===== src/rtl/pieo_sched_pkg.sv =====
// pieo_sched_pkg: shared FSM states and element layout {time, rank, id} for PIEO dequeue schedulers.
// Contents: state_t (IDLE/ISSUE/WAIT_END), field offsets (ID_LSB, rank_lsb, time_lsb), make_elem composer.
package pieo_sched_pkg;
    typedef enum logic [1:0] {IDLE, ISSUE, WAIT_END} state_t;
    localparam int ID_LSB = 0;
    function automatic int rank_lsb(input int id_w);
        return ID_LSB + id_w;
    endfunction
    function automatic int time_lsb(input int id_w, input int rank_w);
        return rank_lsb(id_w) + rank_w;
    endfunction
    // Callers cast the result down to their element width.
    function automatic logic [31:0] make_elem(input int id_w, input int rank_w,
                                              input logic [31:0] t, input logic [31:0] r,
                                              input logic [31:0] id);
        return (t << time_lsb(id_w, rank_w)) | (r << rank_lsb(id_w)) | (id << ID_LSB);
    endfunction
endpackage


===== src/rtl/pieo_rr_deq_scheduler_rr_pick.sv =====
// rr_pick: combinational round-robin picker; first set req bit at index >= base, wrapping.
// Ports: req_i (request vector), base_i (start index), win_o (winner id), found_o (any request).
module rr_pick #(
    parameter int N = 3,
    parameter int W = $clog2(N)
) (
    input  logic [N-1:0] req_i,
    input  logic [W-1:0] base_i,
    output logic [W-1:0] win_o,
    output logic         found_o
);
    logic [2*N-1:0] req2;
    assign req2 = {req_i, req_i};
    // Upper copy is always unmasked, so wrap-around works for any N; scanning downward leaves the lowest hit.
    always_comb begin
        win_o = '0;
        found_o = 1'b0;
        for (int j = 2*N-1; j >= 0; j--) begin
            if (req2[j] && j >= int'(base_i)) begin
                win_o = W'(j >= N ? j - N : j);
                found_o = 1'b1;
            end
        end
    end
endmodule


===== src/rtl/pieo_rr_deq_scheduler.sv =====
// pieo_rr_deq_scheduler: work-conserving round-robin grant of one queue at a time to the post-dequeue stage.
// Ports: clk, rst (async active-high), en_in, fifo_backlog, tb_fifo_eligible, post_deq_ready, post_deq_end -> deq_valid, deq_element {time,rank,id}, busy, active_id.
// Option: PIEO_STRICT_PRIO_EN selects lowest-index-wins arbitration and rank = min(id, 2^RANK_LOG-1).
module pieo_rr_deq_scheduler
    import pieo_sched_pkg::*;
#(
    parameter int NUM_QUEUES = 3,
    parameter int ID_LOG     = $clog2(NUM_QUEUES),
    parameter int RANK_LOG   = 1,
    parameter int TIME_LOG   = 1
) (
    input  logic                           clk,
    input  logic                           rst,
    input  logic                           en_in,
    input  logic [NUM_QUEUES-1:0]          fifo_backlog,
    input  logic [NUM_QUEUES-1:0]          tb_fifo_eligible,
    input  logic                           post_deq_ready,
    input  logic [NUM_QUEUES-1:0]          post_deq_end,
    output logic                           deq_valid,
    output logic [ID_LOG+RANK_LOG+TIME_LOG-1:0] deq_element,
    output logic                           busy,
    output logic [ID_LOG-1:0]              active_id
);
    localparam int EW = ID_LOG + RANK_LOG + TIME_LOG;
    localparam logic [31:0] RMAX = (32'd1 << RANK_LOG) - 32'd1;
    state_t state_q, state_d;
    logic [ID_LOG-1:0] rr_ptr_q, rr_ptr_d, active_id_q, active_id_d, pick_id, base;
    logic [EW-1:0] elem_q, elem_d;
    logic [NUM_QUEUES-1:0] req;
    logic [31:0] rank;
    logic pick_found, end_hit;
    assign req = fifo_backlog & tb_fifo_eligible;
`ifdef PIEO_STRICT_PRIO_EN
    assign base = '0;
    assign rank = 32'(pick_id) > RMAX ? RMAX : 32'(pick_id);
`else
    assign base = rr_ptr_q;
    assign rank = '0;
`endif
    rr_pick #(.N(NUM_QUEUES), .W(ID_LOG)) u_pick (
        .req_i(req), .base_i(base), .win_o(pick_id), .found_o(pick_found)
    );
    // Only the completion pulse of the outstanding queue ends the grant.
    assign end_hit = |(post_deq_end & (NUM_QUEUES'(1) << active_id_q));
    always_comb begin
        state_d = state_q;
        rr_ptr_d = rr_ptr_q;
        active_id_d = active_id_q;
        elem_d = elem_q;
        case (state_q)
            IDLE: if (en_in && post_deq_ready && pick_found) begin
                state_d = ISSUE;
                active_id_d = pick_id;
                elem_d = EW'(make_elem(ID_LOG, RANK_LOG, 32'd0, rank, 32'(pick_id)));
            end
            ISSUE: state_d = post_deq_ready ? WAIT_END : ISSUE;
            WAIT_END: if (end_hit) begin
                state_d = IDLE;
                rr_ptr_d = (32'(active_id_q) == 32'(NUM_QUEUES - 1)) ? '0 : active_id_q + 1'b1;
            end
            default: state_d = IDLE;
        endcase
    end
    always_ff @(posedge clk or posedge rst) begin
        if (rst) begin
            state_q <= IDLE;
            rr_ptr_q <= '0;
            active_id_q <= '0;
            elem_q <= '0;
        end else begin
            state_q <= state_d;
            rr_ptr_q <= rr_ptr_d;
            active_id_q <= active_id_d;
            elem_q <= elem_d;
        end
    end
    assign deq_valid = state_q == ISSUE;
    assign busy = state_q != IDLE;
    assign deq_element = elem_q;
    assign active_id = active_id_q;
endmodule

===== config.mk =====
export PLATFORM = sky130hd
export DESIGN_NAME = pieo_rr_deq_scheduler
export DESIGN_NICKNAME = d
export VERILOG_FILES = /design/src/rtl/pieo_sched_pkg.sv /design/src/rtl/pieo_rr_deq_scheduler_rr_pick.sv /design/src/rtl/pieo_rr_deq_scheduler.sv
export SDC_FILE = /design/constraint.sdc
export NUM_CORES = 1
export LEC_CHECK = 0
export CAP_MARGIN = 20
export CELL_PAD_IN_SITES_DETAIL_PLACEMENT = 1
export CELL_PAD_IN_SITES_GLOBAL_PLACEMENT = 2
export CORE_MARGIN = 2
export CORE_UTILIZATION = 20
export DETAILED_ROUTE_END_ITERATION = 8
export GPL_ROUTABILITY_DRIVEN = 0
export PLACE_DENSITY = 0.81
export SYNTH_ARGS = -nofsm -noshare
export SYNTH_HDL_FRONTEND = slang
export SYNTH_SLANG_ARGS = --single-unit

===== constraint.sdc =====
create_clock -name clk -period 3.08 [get_ports clk]
set_input_delay 0.308 -clock clk [delete_from_list [all_inputs] [get_ports clk]]
set_output_delay 0.308 -clock clk [all_outputs]
set_load 0.05 [all_outputs]

# --- After elaboration in Yosys (flattened, before gate mapping) ---
# Index checks and enable logic that the tools add are counted.
classes:
  magnitude_cmp: 3
  n_eq_ne: 5
  n_reduce_logical: 11
  shift: 1
  muxes: 17
  n_addsub: 1
  bitwise: 2
op_table:
  columns: ["op", "n"]
  rows:
  - ["2-bit two-way mux", 10]
  - ["3-bit AND", 2]
  - ["1-bit two-way mux", 6]
  - ["2-bit case mux with 3 select lines", 1]
  - ["2-bit AND reduction", 3]
  - ["1-bit logical AND", 5]
  - ["2-bit == test (second input constant)", 2]
  - ["1-bit by 2-bit greater-or-equal comparator with 1-bit output (first input constant)", 2]
  - ["2-bit != test (second input constant)", 2]
  - ["3-bit OR reduction", 1]
  - ["1-bit by 2-bit << shifter with 3-bit output (first input constant)", 1]
  - ["2-bit by 1-bit adder with 2-bit output (second input constant)", 1]
  - ["2-bit by 1-bit == test with 1-bit output (second input constant)", 1]
  - ["2-bit greater-or-equal comparator (first input constant)", 1]
  - ["2-bit zero test", 1]
  - ["2-bit nonzero test", 1]
word_totals:
  input_bits: 13
  ff_bits: 6
  elab_cells: 43
  out_inout_bits: 8

# --- Longest topological paths before layout ---
# Gate-level depths: netlist of run 1.
logic_depth:
  word_depth: 10
  ltp_mapped: 4
  depth_no_buf: 4

# --- Hierarchy ---
# From an unflattened synthesis of run 1, not the netlist that was laid out.
hier_totals:
  cells_unflattened: 45
  hier_area_um2: 436.7
by_module_without_submodules:
  columns: ["module", "area_per_inst_um2", "cells_each", "seq_area_each_um2", "instances"]
  rows:
  - ["pieo_rr_deq_scheduler", 379.1, 37, 150.1, 1]
  - ["rr_pick", 57.6, 8, 0.0, 1]

# --- Worst setup path after synthesis of run 1 ---
# No wires, ideal clock.
synth_timing:
  path_kind: "reg-to-output"
  start: "register, netlist name active_id[1]"
  end: "output port deq_element[1]"
  path_buffers: 1
  stages_incl_launch_ff: 2
  required_time_ns: 2.772
  arrival_ns: 0.986
  path_slack_ns: 1.786
  cell_sequence: "dfrtp_1 > buf_4"
synth_lines:
  columns: ["item", "line", "rtl"]
  rows:
  - ["end: declaration", "pieo_rr_deq_scheduler.sv:20", "output logic [ID_LOG+RANK_LOG+TIME_LOG-1:0] deq_element,"]

# --- Final worst setup path of run 1 ---
layout_timing:
  start: "register state_q[1]"
  end: "output port deq_valid"
layout_between:
  elab_chain_len: 1
layout_rtl:
  columns: ["item", "line", "rtl"]
  rows:
  - ["start: declaration", "pieo_rr_deq_scheduler.sv:26", "state_t state_q, state_d;"]
  - ["start signal: assignment", "pieo_rr_deq_scheduler.sv:71", "state_q <= state_d;"]
  - ["2-bit by 1-bit == test with 1-bit output", "pieo_rr_deq_scheduler.sv:77", "assign deq_valid = state_q == ISSUE;"]
  - ["end: declaration", "pieo_rr_deq_scheduler.sv:19", "output logic deq_valid,"]
# Every way passes these cells.

==> impl_metrics.ini, run 1 <==
[run_status]
status = complete, no violations

[placed_design]
dp.final_hpwl_um = 773.1
port_buffers = 18

[worst_setup_path]
required_ns = 2.77
critPathKind = reg -> out
r2r_slack_ns = 1.85
cp-start-kind = register
critPathMaxFanout = 3
end_kind = output port
critPathArrivalTime_ns = 1.67

[clock_network]
cts_hold_buf = 0
tritoncts = built
cts_resized = 0
cts_made_buffers = 3
clk_latency_ns = 0.25
clk_pin_slew_worst_paths_ns = 0.05
clock_path_buffers = 2
cts-htree-levels = 1
cts_sinks = 6
cts_setup_buffers = 0
root_buffer = clkbuf_4

[synthesis]
synthMuxAreaShare = 0.02676
synth_cell_type_count = 21
yosys.area_share.xor_xnor = 0
synth-seq-cells = 6
synth_top_family_by_area = compound AO/OA/AOI/OAI gates
syn-instance-count = 42
ys.warnings.count = 0
synthSimpleGateAreaFrac = 0.2207
synth_area_um2 = 374.1
synth_compound_area_frac = 0.2308
synth_fa_ha_area_frac = 0
synth_area_per_cell_um2 = 8.907
synth-seq-area-share = 0.4013

[power_and_ir_drop]
ir_drop_mv = 0.2741
power.density_nw_per_um2 = 832.1
p_int_mw = 0.2527
p_clk_frac = 0.155
power_frac_seq = 0.288
power.leakage_nw = 0.2380
swShare = 0.4779
switching_power_mw = 0.2314
comb_power_share = 0.557

[die]
die_w_um = 47.25
core_um2 = 1745
num_rows = 15
start_util = 0.2143
dieHeight_um = 47.25
die-area_um2 = 2233
io_pins = 21

[timing]
relSlewSlack = 0.6640
fin_worst_skew_ns = 0.0009387
tightest_slew_ns = 0.5024
slew_viol_final = 0
fin_setup_tns_ns = 0
timing.hold.ws_ns = 0.2704
finalHoldViolations = 0
finalCriticalPeriod_ns = 1.977
finalSetupViolCount = 0
fmax_mhz = 505.7
fin_crit_sh = 0.6420
rsz0062_at_grt = no

[final_layout]
final_cell_mix = clkdlybuf4s50_1, dfrtp_1, o21ai_0, nand2_1
n_antenna_cell = 0
mostFrequentLayoutCell = clkdlybuf4s50_1
fin_util = 0.3333
area_growth_pct = 55.52
nets = 75
drive_above_1_share = 0.08333

[route]
drc = 0
detail_route.vias_per_cell = 4.259
vias = 362
drtIter0Drc = 8
ant_nets = 0
wl_per_cell_um = 11.54
postRouteWirelength_um = 981
firstDrtPassIters = 3

[flow_run]
max_cap_viol_count = 0

[global_routing]
grt_pass1_vias = 337
grt_pass1_wl_um = 1400
grt_overflow = 0
track_usage = 0.09750
grt_max_degree = 8
antenna_found_initial = 0

[hold_path]
hp-class = in -> async
==> layer usage <==
layer,share of wire,global-route usage,up-vias
met5,0,0,-
met4,0.017,0.1000,0
met3,0.066,0.01154,2
met2,0.42,0.1351,16
met1,0.49,0.1250,163
li1,-,-,181
==> state kept, by name (all words and copies together) (netlist names) <==
| name | count |
|---|---|
| active_id | 2 |
| base | 2 |
| state_q | 2 |
==> through the flow <==
step / area [um^2] / cells / setup slack [ns] / power [mW]
2_1_floorplan: 377.9 / 43 / 1.786 / 0.3313
3_3_place_gp: 559.3 / 82 / 1.393 / 0.4085
3_5_place_dp: 559.3 / 82 / 1.371 / 0.4111
4_1_cts: 581.8 / 85 / 1.095 / 0.4884
5_1_grt: 581.8 / 85 / 1.046 / 0.5094
6_report: 581.8 / 85 / 1.103 / 0.4841
==> cell families (layout without fill, tap and decap cells) <==
| logic type | after synthesis | count (layout) |
|---|---|---|
| muxes | 1 | 1 |
| buffers and inverters | 7 | 24 |
| DFF | 6 | 6 |
| other | 1 | 2 |
| and+or+nand+nor | 14 | 14 |
| AOI/OAI and AO/OA | 13 | 13 |
==> power groups by stage <==
stage | sequential, mW | clock [mW] | combinational (mW)
floorplan | 0.167 | 0 | 0.165
global placement | 0.140 | 0 | 0.269
global route | 0.144 | 0.0795 | 0.286
detailed placement | 0.141 | 0 | 0.270
CTS | 0.140 | 0.0771 | 0.271
finish | 0.140 | 0.0749 | 0.270
==> worst max-delay path: stages, from the launching register on <==
cell and delay, ns:
dfrtp_1 0.39, nand2b_1 0.16, inv_1 0.07, clkdlybuf4s50_1 0.80
==> synthesized netlist by cell type <==
master	n	area, um^2
dfrtp_1	6	150.1
nand2_1	5	18.77
o21ai_0	5	25.02
buf_4	4	30.03
inv_1	3	11.26
a22oi_1	2	15.01
nand2b_1	2	12.51
o2bb2ai_1	2	17.52
a21oi_1	1	5.000
a31oi_1	1	6.260
a32o_1	1	10.01
conb_1	1	3.750
mux2i_1	1	10.01
nand3_1	1	5.000
nand3b_1	1	7.510
nor2_4	1	11.26
nor2b_1	1	6.260
nor3_1	1	5.000
nor3b_1	1	7.510
o211ai_1	1	7.510
or2_4	1	8.760
==> final timing paths <==
path,startpoint,cells after the start,to
setup reg to reg,active_id[1],3,base[0]
max in group asynchronous,rst,2,active_id[1]
hold / removal,rst,2,state_q[0]
setup / recovery,state_q[1],3,deq_valid
min in group clk,base[1],2,base[1]
hold reg to reg,base[1],2,base[1]
==> area by class of cell <==
| type | count | area (um^2) |
|---|---|---|
| Tap cell | 25 | 31.28 |
| Fill cell | 219 | 1164 |
| Inverter | 3 | 11.26 |
| Multi-Input combinational cell | 30 | 186.4 |
| Sequential cell | 6 | 150.1 |
| Clock buffer | 3 | 22.52 |
| Timing Repair Buffer | 18 | 180.2 |
No activity file was read; power rests on OpenSTA's default activity.
==> run 2: changes to the inputs <==
--- a/config.mk
+++ b/config.mk
@@ -9,10 +9,10 @@
 export CELL_PAD_IN_SITES_DETAIL_PLACEMENT = 1
 export CELL_PAD_IN_SITES_GLOBAL_PLACEMENT = 2
 export CORE_MARGIN = 2
-export CORE_UTILIZATION = 20
+export CORE_UTILIZATION = 17
 export DETAILED_ROUTE_END_ITERATION = 8
 export GPL_ROUTABILITY_DRIVEN = 0
-export PLACE_DENSITY = 0.81
+export PLACE_DENSITY = 0.74
 export SYNTH_ARGS = -nofsm -noshare
 export SYNTH_HDL_FRONTEND = slang
 export SYNTH_SLANG_ARGS = --single-unit
==> constraint.sdc (replaced) <==
create_clock -name clk -period 1.8 [get_ports clk]
set_input_delay 0.18 -clock clk [delete_from_list [all_inputs] [get_ports clk]]
set_output_delay 0.18 -clock clk [all_outputs]
set_load 0.05 [all_outputs]
==> run 2 against run 1 <==
First-iteration DRC count up 13%. Critical path depth down 2. Count of clock-buffer cells in the layout unchanged. Sequential share of layout area up 0.11 points. Register-to-register slack worse by 1.2 ns. Combinational power up 68%. Final cell count up 2.4%. Non-clock buffer count unchanged. Largest power group unchanged. Via count down 0.55%. Flip-flop and latch count unchanged. Critical endpoint is now active_id[0].
==> impl_metrics.ini, run 2 (same netlist as run 1, synthesis figures left out) <==
[run_status]
status = complete, no violations

[clock_network]
cts-htree-levels = 1
clk_pin_slew_worst_paths_ns = 0.05
cts_sinks = 6
root_buffer = clkbuf_4
cts_made_buffers = 3
cts_setup_buffers = 0
clk_latency_ns = 0.24
tritoncts = built
clock_path_buffers = 2

[die]
start_util = 0.1850
dieHeight_um = 50.91
die_w_um = 50.91
io_pins = 21
core_um2 = 2022
num_rows = 16
die-area_um2 = 2592

[global_routing]
antenna_found_initial = 0
track_usage = 0.09360
grt_overflow = 0
grt_max_degree = 8
grt_pass1_vias = 368
grt_pass1_wl_um = 1690

[worst_setup_path]
path_buf_inv = 1
cp-start-kind = register
cpPeakStageDelay_ns = 0.85
critPathKind = reg -> out
r2r-start = state_q[1]
critPathMaxFanout = 7
end_kind = output port
required_ns = 1.62
crit_start = active_id[0]
critical-path-top-delay-family = buffers and inverters
r2r_slack_ns = 0.61
critPathArrivalTime_ns = 1.54
slowest_stage = clkdlybuf4s50_1
path_cells = clkdlybuf4s50_1

[timing]
fin_setup_tns_ns = 0
timing.hold.ws_ns = 0.1611
finalHoldViolations = 0
relSlewSlack = 0.6664
fmax_mhz = 580.4
fin_crit_sh = 0.9572
rsz0062_at_grt = no
finalSetupViolCount = 0
setup_ws_ns = 0.07707
fin_worst_skew_ns = 0.002919
slew_viol_final = 0
finalCriticalPeriod_ns = 1.723
tightest_slew_ns = 0.4988

[route]
drc = 0
drtIter0Drc = 9
ant_nets = 0
wl_per_cell_um = 11.18
detail_route.vias_per_cell = 4.138
postRouteWirelength_um = 973
vias = 360
firstDrtPassIters = 4

[final_layout]
final_cell_mix = clkdlybuf4s50_1, dfrtp_1, o21ai_0, nand2_1
fill_cells = 251
finalInstanceArea_um2 = 579.3
n_antenna_cell = 0
nets = 75
drive_above_1_share = 0.1333
final_cells = 87
fin_util = 0.2865
area_growth_pct = 54.85
mostFrequentLayoutCell = clkdlybuf4s50_1

[power_and_ir_drop]
ir_drop_mv = 0.3991
total_power_mw = 0.8121
p_clk_frac = 0.150
swShare = 0.4788
power_frac_seq = 0.292
power.leakage_nw = 0.2562
power.density_nw_per_um2 = 1402
p_int_mw = 0.4233
comb_power_share = 0.558
switching_power_mw = 0.3888

[placed_design]
dp.final_hpwl_um = 822.4
placed_cell_area_um2 = 554.3
dp_cells = 84
port_buffers = 18
place_worst_setup_slack_ns = 0.2751

[flow_run]
max_cap_viol_count = 0

[hold_path]
hp-class = in -> async
## run 2: cell count changes in the layout (fill, tap and decap cells not counted), sizes merged
cell | previous run | this run
clkdlybuf4s50 | 18 | 14
dlymetal6s2s | 0 | 1
buf | 0 | 3
## run 2: layer usage
metal / GRT usage / vias to the layer above / wire length [um]
li1: - / 180 / -
met1: 0.1187 / 162 / 459
met2: 0.1234 / 16 / 415
met3: 0.02339 / 2 / 70
met4: 0.09459 / 0 / 27
met5: 0 / - / 0
## run 2: area by class of cell
cell class / instances / area, um^2 / share of cell area
inverters: 3 / 11.26 / 0.01944
clock buffers: 3 / 22.52 / 0.03888
repair buffers: 18 / 175.2 / 0.3024
multi-input cells: 30 / 186.4 / 0.3218
well taps: 27 / 33.78 / 0.05832
flip-flops and latches: 6 / 150.1 / 0.2592
## run 2: timing repair
| item | CTS | global route |
|---|---|---|
| endpoints found under the hold margin | 0 | 0 |
| setup endpoints to repair | 0 | 1 |
| resized for setup | 0 | 1 |
| hold buffers | 0 | 0 |
## run 2: path summary, 6_finish.rpt
check | endpoint | cells after the start
worst max-delay path | active_id[0] | 1
worst min-delay path | active_id[0] | 2
worst max register to register | active_id[0] | 4
worst min register to register | base[1] | 2
max in group asynchronous | state_q[0] | 2
min in group clk | base[1] | 2
## run 2: power by group through the flow
stage | combinational [mW] | clock, mW | sequential [mW]
final | 0.453 | 0.122 | 0.237
after global routing | 0.483 | 0.142 | 0.250
after CTS | 0.461 | 0.132 | 0.239
after detailed placement | 0.458 | 0 | 0.241
after global placement | 0.454 | 0 | 0.239
after floorplan | 0.282 | 0 | 0.285
==> run 3: changes to the inputs <==
--- a/config.mk
+++ b/config.mk
@@ -13,6 +13,7 @@
 export DETAILED_ROUTE_END_ITERATION = 8
 export GPL_ROUTABILITY_DRIVEN = 0
 export PLACE_DENSITY = 0.74
+export REMOVE_ABC_BUFFERS = 1
 export SYNTH_ARGS = -nofsm -noshare
 export SYNTH_HDL_FRONTEND = slang
 export SYNTH_SLANG_ARGS = --single-unit
==> run 3 against run 2 <==
Cell area did not move. Critical endpoint is now deq_element[0]. Non-clock buffer count unchanged. Final cell count unchanged.
==> impl_metrics.ini, run 3 (same netlist as run 1, synthesis figures left out) <==
[run_status]
status = complete, no violations

[timing]
fin_setup_tns_ns = 0
tightest_slew_ns = 0.4988
fin_worst_skew_ns = 0.0004705
fmax_mhz = 589.5
rsz0062_at_grt = no
setup_ws_ns = 0.1035
finalSetupViolCount = 0
finalCriticalPeriod_ns = 1.696
relSlewSlack = 0.6669
fin_crit_sh = 0.9425
slew_viol_final = 0
finalHoldViolations = 0

[final_layout]
area_growth_pct = 54.85
final_cell_mix = clkdlybuf4s50_1, dfrtp_1, o21ai_0, nand2_1
mostFrequentLayoutCell = clkdlybuf4s50_1
nets = 75
fill_cells = 237
drive_above_1_share = 0.1333
n_antenna_cell = 0

[clock_network]
clk_latency_ns = 0.25
cts_hold_buf = 0
cts-htree-levels = 1
root_buffer = clkbuf_4
cts_setup_buffers = 0
cts_resized = 0
clk_pin_slew_worst_paths_ns = 0.05
tritoncts = built
cts_sinks = 6
cts_made_buffers = 3
clock_path_buffers = 2

[worst_setup_path]
r2r_cells = 4
cp-start-kind = register
critical-path-top-delay-family = buffers and inverters
r2r_slack_ns = 0.60
slowest_stage = clkdlybuf4s50_1
critPathKind = reg -> out
path_buf_inv = 1
critPathArrivalTime_ns = 1.52
cpPeakStageDelay_ns = 0.84
required_ns = 1.62
end_kind = output port
path_cells = clkdlybuf4s50_1
worstReg2RegEnd = active_id[0]
r2r-start = state_q[1]
critPathMaxFanout = 7

[global_routing]
track_usage = 0.08615
grt_pass1_wl_um = 1559
grt_pass1_vias = 358
antenna_found_initial = 0
grt_overflow = 0
grt_max_degree = 8

[die]
start_util = 0.1850
io_pins = 21
dieHeight_um = 50.91
die-area_um2 = 2592
core_um2 = 2022
die_w_um = 50.91
num_rows = 16

[power_and_ir_drop]
total_power_mw = 0.8116
power.leakage_nw = 0.2562
ir_drop_mv = 0.5891
power.density_nw_per_um2 = 1401

[route]
firstDrtPassIters = 2
vias = 354
ant_nets = 0
postRouteWirelength_um = 930
wl_per_cell_um = 10.69
detail_route.vias_per_cell = 4.069
drtIter0Drc = 3
drc = 0

[hold_path]
hp-class = in -> async

[placed_design]
place_worst_setup_slack_ns = 0.2803
port_buffers = 18

[flow_run]
max_cap_viol_count = 0
## run 3: area by class of cell
type	count	area (um^2)	share of cell area
inverters	3	11.26	0.01944
repair buffers	18	175.2	0.3024
clock buffers	3	22.52	0.03888
multi-input cells	30	186.4	0.3218
flip-flops and latches	6	150.1	0.2592
well taps	27	33.78	0.05832
## run 3: per-layer routing
metal  track usage  vias to the layer above  routed length [um]
met5             0                        -                   0
met4       0.08108                        0                  17
met3       0.03801                        2                  77
met2        0.1082                       15                 384
met1        0.1059                      157                 450
li1              -                      180                   -
## run 3: report_power, final
| group | internal, mW | switching (mW) | total [mW] |
|---|---|---|---|
| Sequential | 0.181 | 0.0542 | 0.235 |
| Combinational | 0.167 | 0.283 | 0.450 |
| Clock | 0.0756 | 0.0512 | 0.127 |
| Total | 0.424 | 0.388 | 0.812 |
## run 3: stage by stage
stage / instances / hold WS [ns] / utilization / area, um^2
after floorplan: 39 / -0.02904 / - / 347.8
after global placement: 84 / 0.4125 / 0.2741 / 554.3
after detailed placement: 84 / 0.4179 / 0.2741 / 554.3
after CTS: 87 / 0.1457 / 0.2853 / 576.8
after global routing: 87 / 0.1631 / 0.2865 / 579.3
final: 87 / 0.1479 / 0.2865 / 579.3
## run 3: worst max-delay path by stage
stage            startpoint             end  slack [ns]  cells past startpoint
2_1_floorplan  active_id[1]         base[0]        0.20                      3
3_3_place_gp     state_q[1]            busy        0.29                      2
3_5_place_dp     state_q[1]            busy        0.28                      2
4_1_cts          state_q[1]            busy       0.005                      2
5_1_grt        active_id[0]    active_id[0]        0.04                      1
6_report       active_id[0]  deq_element[0]        0.10                      1
